===== config.mk =====
export PLATFORM = sky130hd
export DESIGN_NAME = stall_mem_responder_flat
export DESIGN_NICKNAME = d
export VERILOG_FILES = /design/src/rtl/stall_mem_responder_if.sv /design/src/rtl/stall_mem_responder.sv /design/src/flat_wrapper.sv
export SDC_FILE = /design/constraint.sdc
export NUM_CORES = 2
export LEC_CHECK = 0
export BUFFER_PORTS_ARGS = -buffer_cell sky130_fd_sc_hd__buf_2
export CORE_UTILIZATION = 38
export CTS_BUF_LIST = sky130_fd_sc_hd__clkbuf_8
export DETAILED_ROUTE_END_ITERATION = 10
export GPL_TIMING_DRIVEN = 0
export PLACE_DENSITY_LB_ADDON = 0.08
export SLEW_MARGIN = 10
export SYNTH_ARGS = -nofsm -noshare
export SYNTH_HDL_FRONTEND = slang
export SYNTH_SLANG_ARGS = --single-unit
export TNS_END_PERCENT = 50

===== constraint.sdc =====
create_clock -name clk -period 7.4 [get_ports clk]
set_input_delay 0.37 -clock clk [delete_from_list [all_inputs] [get_ports clk]]
set_output_delay 0.37 -clock clk [all_outputs]
set_load 0.05 [all_outputs]

===== src/rtl/stall_mem_responder_if.sv =====
// Request/response bus between an initiator and the stalling memory responder.
// The initiator (master) presents requests; the responder (slave) returns registered status and data.
interface stall_mem_responder_if;
  logic [15:0] Addr;
  logic [15:0] DataIn;
  logic        Rd;
  logic        Wr;
  logic        createdump;
  logic [15:0] DataOut;
  logic        Done;
  logic        Stall;
  logic        CacheHit;
  logic        err;

  modport master (
    output Addr, DataIn, Rd, Wr, createdump,
    input  DataOut, Done, Stall, CacheHit, err
  );

  modport slave (
    input  Addr, DataIn, Rd, Wr, createdump,
    output DataOut, Done, Stall, CacheHit, err
  );
endinterface


===== src/rtl/stall_mem_responder.sv =====
// Word-addressed 16-bit memory with a one-entry tag: tag hits finish in one cycle,
// misses stall for LATENCY cycles. createdump halts the responder until reset.
module stall_mem_responder #(
  parameter int LATENCY   = 4,
  parameter int ADDR_BITS = 8
) (
  input  logic                  clk,
  input  logic                  rst,
  stall_mem_responder_if.slave  bus
);

  typedef enum logic [1:0] {IDLE, BUSY, HALTED} state_t;

  localparam logic [3:0] CNT_LOAD = 4'(LATENCY - 1);

  state_t                r_state;
  state_t                w_next;

  logic [15:0]           r_mem [2**ADDR_BITS];

  logic [3:0]            r_cnt;
  logic                  r_tagValid;
  logic [15:1]           r_tag;
  logic [15:1]           r_addr;
  logic [15:0]           r_data;
  logic                  r_isWr;
  logic                  r_dump;
  logic [15:0]           r_dataOut;
  logic                  r_done;
  logic                  r_stall;
  logic                  r_hit;
  logic                  r_err;

  logic                  w_req;
  logic                  w_reqErr;
  logic                  w_hit;
  logic                  w_doneN;
  logic                  w_stallN;
  logic                  w_hitN;
  logic                  w_errN;
  logic                  w_accept;
  logic                  w_tagLoad;
  logic                  w_memWe;
  logic                  w_rdLoad;
  logic [ADDR_BITS-1:0]  w_idx;
  logic [15:0]           w_memData;
  logic [3:0]            w_cntN;
  logic                  w_dumpN;

  assign w_req    = bus.Rd | bus.Wr;
  assign w_reqErr = (bus.Rd & bus.Wr) | bus.Addr[0];
  assign w_hit    = r_tagValid && (bus.Addr[15:1] == r_tag);

  always_ff @(posedge clk or posedge rst) begin
    if (rst) r_state <= IDLE;
    else     r_state <= w_next;
  end

  // Counter is loaded with LATENCY-1 so completion at count 1 lands Done exactly LATENCY cycles after acceptance.
  always_comb begin
    w_next    = r_state;
    w_doneN   = 1'b0;
    w_stallN  = 1'b0;
    w_hitN    = 1'b0;
    w_errN    = 1'b0;
    w_accept  = 1'b0;
    w_tagLoad = 1'b0;
    w_memWe   = 1'b0;
    w_rdLoad  = 1'b0;
    w_idx     = bus.Addr[ADDR_BITS:1];
    w_memData = bus.DataIn;
    w_cntN    = r_cnt;
    w_dumpN   = r_dump;
    case (r_state)
      IDLE: begin
        if (bus.createdump) begin
          w_next = HALTED;
        end else if (w_req) begin
          if (w_reqErr) begin
            w_doneN = 1'b1;
            w_errN  = 1'b1;
          end else if (w_hit) begin
            w_doneN  = 1'b1;
            w_hitN   = 1'b1;
            w_memWe  = bus.Wr;
            w_rdLoad = bus.Rd;
          end else begin
            w_accept = 1'b1;
            w_stallN = 1'b1;
            w_cntN   = CNT_LOAD;
            w_dumpN  = 1'b0;
            w_next   = BUSY;
          end
        end
      end
      BUSY: begin
        w_dumpN   = r_dump | bus.createdump;
        w_idx     = r_addr[ADDR_BITS:1];
        w_memData = r_data;
        if (r_cnt <= 4'd1) begin
          w_doneN   = 1'b1;
          w_memWe   = r_isWr;
          w_rdLoad  = ~r_isWr;
          w_tagLoad = 1'b1;
          w_cntN    = 4'd0;
          w_next    = w_dumpN ? HALTED : IDLE;
        end else begin
          w_cntN   = r_cnt - 4'd1;
          w_stallN = 1'b1;
        end
      end
      HALTED: begin
        w_next = HALTED;
      end
      default: begin
        w_next = IDLE;
      end
    endcase
  end

  // The array has no reset so its contents survive rst.
  always_ff @(posedge clk) begin
    if (w_memWe && !rst) r_mem[w_idx] <= w_memData;
  end

  always_ff @(posedge clk or posedge rst) begin
    if (rst) begin
      r_cnt      <= 4'd0;
      r_tagValid <= 1'b0;
      r_tag      <= '0;
      r_addr     <= '0;
      r_data     <= 16'h0000;
      r_isWr     <= 1'b0;
      r_dump     <= 1'b0;
      r_dataOut  <= 16'h0000;
      r_done     <= 1'b0;
      r_stall    <= 1'b0;
      r_hit      <= 1'b0;
      r_err      <= 1'b0;
    end else begin
      r_cnt   <= w_cntN;
      r_dump  <= w_dumpN;
      r_done  <= w_doneN;
      r_stall <= w_stallN;
      r_hit   <= w_hitN;
      r_err   <= w_errN;
      if (w_accept) begin
        r_addr <= bus.Addr[15:1];
        r_data <= bus.DataIn;
        r_isWr <= bus.Wr;
      end
      if (w_tagLoad) begin
        r_tag      <= r_addr;
        r_tagValid <= 1'b1;
      end
      if (w_rdLoad) r_dataOut <= r_mem[w_idx];
    end
  end

  assign bus.DataOut  = r_dataOut;
  assign bus.Done     = r_done;
  assign bus.Stall    = r_stall;
  assign bus.CacheHit = r_hit;
  assign bus.err      = r_err;

endmodule

===== src/flat_wrapper.sv =====
// flat-port wrapper written by rule: the top's interface ports become plain ports
module stall_mem_responder_flat 
#(
  parameter int LATENCY   = 4,
  parameter int ADDR_BITS = 8
)
  (clk, rst, bus_Addr, bus_DataIn, bus_Rd, bus_Wr, bus_createdump, bus_DataOut, bus_Done, bus_Stall, bus_CacheHit, bus_err);
  stall_mem_responder_if bus_i ();
  input  logic clk;
  input  logic rst;
  input wire logic [$bits(bus_i.Addr)-1:0] bus_Addr;
  input wire logic [$bits(bus_i.DataIn)-1:0] bus_DataIn;
  input wire logic [$bits(bus_i.Rd)-1:0] bus_Rd;
  input wire logic [$bits(bus_i.Wr)-1:0] bus_Wr;
  input wire logic [$bits(bus_i.createdump)-1:0] bus_createdump;
  output wire logic [$bits(bus_i.DataOut)-1:0] bus_DataOut;
  output wire logic [$bits(bus_i.Done)-1:0] bus_Done;
  output wire logic [$bits(bus_i.Stall)-1:0] bus_Stall;
  output wire logic [$bits(bus_i.CacheHit)-1:0] bus_CacheHit;
  output wire logic [$bits(bus_i.err)-1:0] bus_err;
  assign bus_i.Addr = bus_Addr;
  assign bus_i.DataIn = bus_DataIn;
  assign bus_i.Rd = bus_Rd;
  assign bus_i.Wr = bus_Wr;
  assign bus_i.createdump = bus_createdump;
  assign bus_DataOut = bus_i.DataOut;
  assign bus_Done = bus_i.Done;
  assign bus_Stall = bus_i.Stall;
  assign bus_CacheHit = bus_i.CacheHit;
  assign bus_err = bus_i.err;
  stall_mem_responder #(.LATENCY(LATENCY), .ADDR_BITS(ADDR_BITS)) u_core (.clk(clk), .rst(rst), .bus(bus_i));
endmodule

==> impl_metrics.toml <==
[status]
outcome = "complete, but fails checks"
failed_checks = "DRC, capacitance limit, slew limit"

[floorplan]
rows = 233
core_area_um2 = 403000
die_area_um2 = 409000
die_y_um = 639
die-width_um = 639
pin_count = 57
start_util = 0.382

[clock_network]
post_cts_resized = 0
htreeDepth = 6
cts_tree = "yes"
post_cts.repair.setup_buffers = 0
root_buffer = "clkbuf_8"
clkSinkCount = 4171
clk_pin_slew_worst_paths_ns = 0.06
max-clock-path-buffers = 4
cts_buffers = 704
clock_latency_ns = 1.31

[run]
max-cap-violations = 3

[yosys]
ys.flop_type = "edfxtp_1"
yosysWarnings = 0
ys_ff_latch = 4171
ys_types = 57
avgSynthCellArea_um2 = 17.6
netlist_instances = 8775
synth_edf_count = 4096
synth_async_sr_flop_share = 0.0180
netlist_area_um2 = 154000
seq_area_frac_synth = 0.809
synth_nets = 8814

[finish]
area_growth_pct = 19.9
drive_above_1_share = 0.198
final_core_util = 0.459
nets = 10000

[worst_setup_path]
cp-end-kind = "flip-flop"
worst-endpoint-arrival_ns = 8.35
r2r_start = "u_core.r_state[1]$_DFFE_PP0P_"
timing.rr.end = "u_core.r_mem[135][12]$_DFFE_PP_"
critPathRequiredTime_ns = 8.35
crit_fanout = 10
setup.worst_path.start = "u_core.r_state[1]$_DFFE_PP0P_"
crit_type = "reg -> reg"
worst_setup_path_start_kind = "flip-flop"
reg2regPathDepth = 11
reg2reg_slack_ns = 0.005

[sta]
drv_slew = 22
period_minus_slack_ns = 7.40
final-setup-viol-count = 0
fmax_ghz = 0.135
slew_headroom = -0.0304
fin_crit_sh = 0.999
worst_pin_slew_ns = 1.55
fin_worst_skew_ns = 0.0655
fin_setup_tns_ns = 0
rsz0062_at_grt = "false"
final_hold_viol_count = 0

[power_and_ir_drop]
p_leak_nw = 57.6
peakVddDrop_mv = 0.198
power_density_nw_per_um2 = 264
p_total_mw = 48.9

[drt]
viasPerCell = 6.54
wl_per_cell_um = 48.1
drc = 5
wl_met3_mm = 99.5
wl_met2_mm = 329
drtIter0Drc = 19200
met1_length_mm = 280
ant_nets = 0
route.vias.total = 105000
routed_wirelength_mm = 769
top_layer_used = "met5"
first_pass_iters = 11

[grt]
grt_pass1_vias = 96700
antenna_found_initial = 107
grt_max_degree = 89
grt_pass1_wl_mm = 972
grt_overflow = 0
grt_usage = 0.367

[hold_path]
min_from = "bus_createdump"
hp-class = "in -> reg"
whs_path_depth = 5
worstHoldEndpoint = "u_core.r_state[1]$_DFFE_PP0P_"

[placed_design]
gp_congestion = 0.982
numPortBuffers = 56
dp_hpwl_mm = 541
[layer usage]
metal	up-vias	GRT usage
li1	39300	-
met1	54700	0.462
met2	8596	0.535
met3	2020	0.132
met4	43	0.234
met5	-	0.0121
[report_power, final]
group          internal, mW  switching (mW)
Sequential             26.1           0.197
Combinational         0.785            2.75
Clock                  9.25            9.82
Total                  36.1            12.8
[critical path, stage by stage (launching register included)]
cell and delay (ns):
dfrtp_1 0.37, buf_6 0.14, nand2b_4 0.14, mux2i_1 0.53, buf_2 0.53, buf_2 0.65
clkbuf_1 0.73, clkbuf_1 1.00, nand2_1 0.99, clkbuf_2 0.71, nor2_4 0.89, buf_12 0.28
[metrics by stage]
stage | setup slack (ns) | instance area (um^2) | hold WS (ns) | instances
floorplan | 2.00 | 154000 | 0.434 | 8775
global placement | -4.17 | 161000 | 0.450 | 14200
detailed placement | 0.539 | 172000 | 0.455 | 14600
CTS | 0.481 | 185000 | 0.0246 | 15900
global route | 0.438 | 185000 | 0.112 | 15900
finish | 0.00451 | 185000 | 0.0956 | 16000
[worst max path at each step]
stage | to | depth (start not counted)
2_1_floorplan | u_core.r_mem[0][10]$_DFFE_PP_ | 8
3_3_place_gp | u_core.r_mem[218][7]$_DFFE_PP_ | 8
3_5_place_dp | u_core.r_mem[135][11]$_DFFE_PP_ | 11
4_1_cts | u_core.r_mem[135][12]$_DFFE_PP_ | 11
5_1_grt | u_core.r_mem[175][8]$_DFFE_PP_ | 11
6_report | u_core.r_mem[135][12]$_DFFE_PP_ | 11
[synth_stat cells, drive strengths merged (2+ instances only)]
library cell | instances | share of area
a31oi | 3 | 0.00022
nand3 | 7 | 0.00023
mux2 | 46 | 0.0034
o21a | 3 | 0.00015
a221oi | 16 | 0.00091
nand3b | 4 | 0.00019
a22o | 16 | 0.00091
ha | 2 | 0.00016
nor3b | 2 | 0.000097
a41oi | 48 | 0.0027
nand2b | 13 | 0.00058
nor2 | 281 | 0.0068
o22ai | 9 | 0.00036
inv | 9 | 0.00022
o31a | 2 | 0.00011
nand2 | 85 | 0.0021
edfxtp | 4096 | 0.80
o31ai | 6 | 0.00032
o41ai | 252 | 0.014
xnor2 | 16 | 0.00091
nor2b | 5 | 0.00020
a2111oi | 15 | 0.00086
a22oi | 2016 | 0.098
a31o | 2 | 0.00011
dfrtp | 75 | 0.012
nor3 | 2 | 0.000065
nor4 | 2 | 0.000081
clkbuf | 301 | 0.0073
a21oi | 1028 | 0.033
o21ai | 15 | 0.00049
a21boi | 2 | 0.000097
buf | 359 | 0.013
or3 | 3 | 0.00012
nand4 | 21 | 0.00085
[registers in the layout, indices dropped and copies added, names as in the netlist]
name                 flops
u_core.r_mem          4096
u_core.bus.DataOut      16
u_core.r_data           16
u_core.r_addr           15
u_core.r_tag            15
u_core.r_cnt             4
u_core.r_state           2
u_core.bus.CacheHit      1
u_core.bus.Done          1
u_core.bus.Stall         1
u_core.bus.err           1
u_core.r_dump            1
u_core.r_isWr            1
u_core.r_tagValid        1
[kinds of logic (layout without fill, tap and decap cells)]
logic type                 count (synthesis)  in the layout  synth area share
AOI/OAI and AO/OA                       3440           3440             0.154
xor gates and xnor gates                  16             16          0.000908
adders and majority gates                  2              2          0.000162
buffers and inverters                    669           2408            0.0209
DFF                                     4171           4171             0.809
muxes                                     47             47           0.00342
other                                      0             76                 0
and+or+nand+nor                          430            430            0.0116
[cell type report]
| cell class | instances | area [um^2] |
|---|---|---|
| Fill cell | 35100 | 218000 |
| Clock inverter | 528 | 2560 |
| Tap cell | 5405 | 6760 |
| Buffer | 660 | 3320 |
| Clock buffer | 720 | 9910 |
| Sequential cell | 4171 | 125000 |
| Multi-Input combinational cell | 3935 | 28800 |
| Timing Repair Buffer | 491 | 8610 |
| Inverter | 9 | 36.3 |
| Antenna cell | 76 | 190 |
[cells in the final DEF (no fill, tap or decap), types with 11 or more instances in the layout]
master	synthesis	final
buf_1	37	18
inv_6	0	13
nand2_1	85	69
dlygate4sd3_1	0	80
nor2_2	0	16
a41oi_1	48	34
nor2_4	0	240
clkinv_1	0	161
a21oi_1	1028	1028
a22oi_1	2008	2008
nand2b_1	12	12
clkinvlp_4	0	11
nand4_1	21	21
buf_2	267	345
buf_8	0	14
edfxtp_1	4096	4096
o41ai_2	3	68
buf_4	7	40
nand2_4	0	16
mux2_2	46	46
buf_16	0	133
dfrtp_1	75	75
a41oi_2	0	14
clkbuf_2	0	82
clkbuf_1	301	219
o41ai_1	249	184
buf_6	48	53
o21ai_0	15	15
diode_2	0	76
clkbuf_8	0	720
clkinv_2	0	50
xnor2_1	16	16
a2111oi_0	14	14
a22o_1	16	16
a221oi_1	16	16
inv_1	9	271
buf_12	0	167
nor2_1	281	25
[what timing repair did]
item | in CTS | in global routing
hold endpoints to repair | 979 | 0
endpoints found under the setup margin | 0 | 0
hold buffers | 80 | 0
Note: power is estimated with default switching activity, not from simulation.
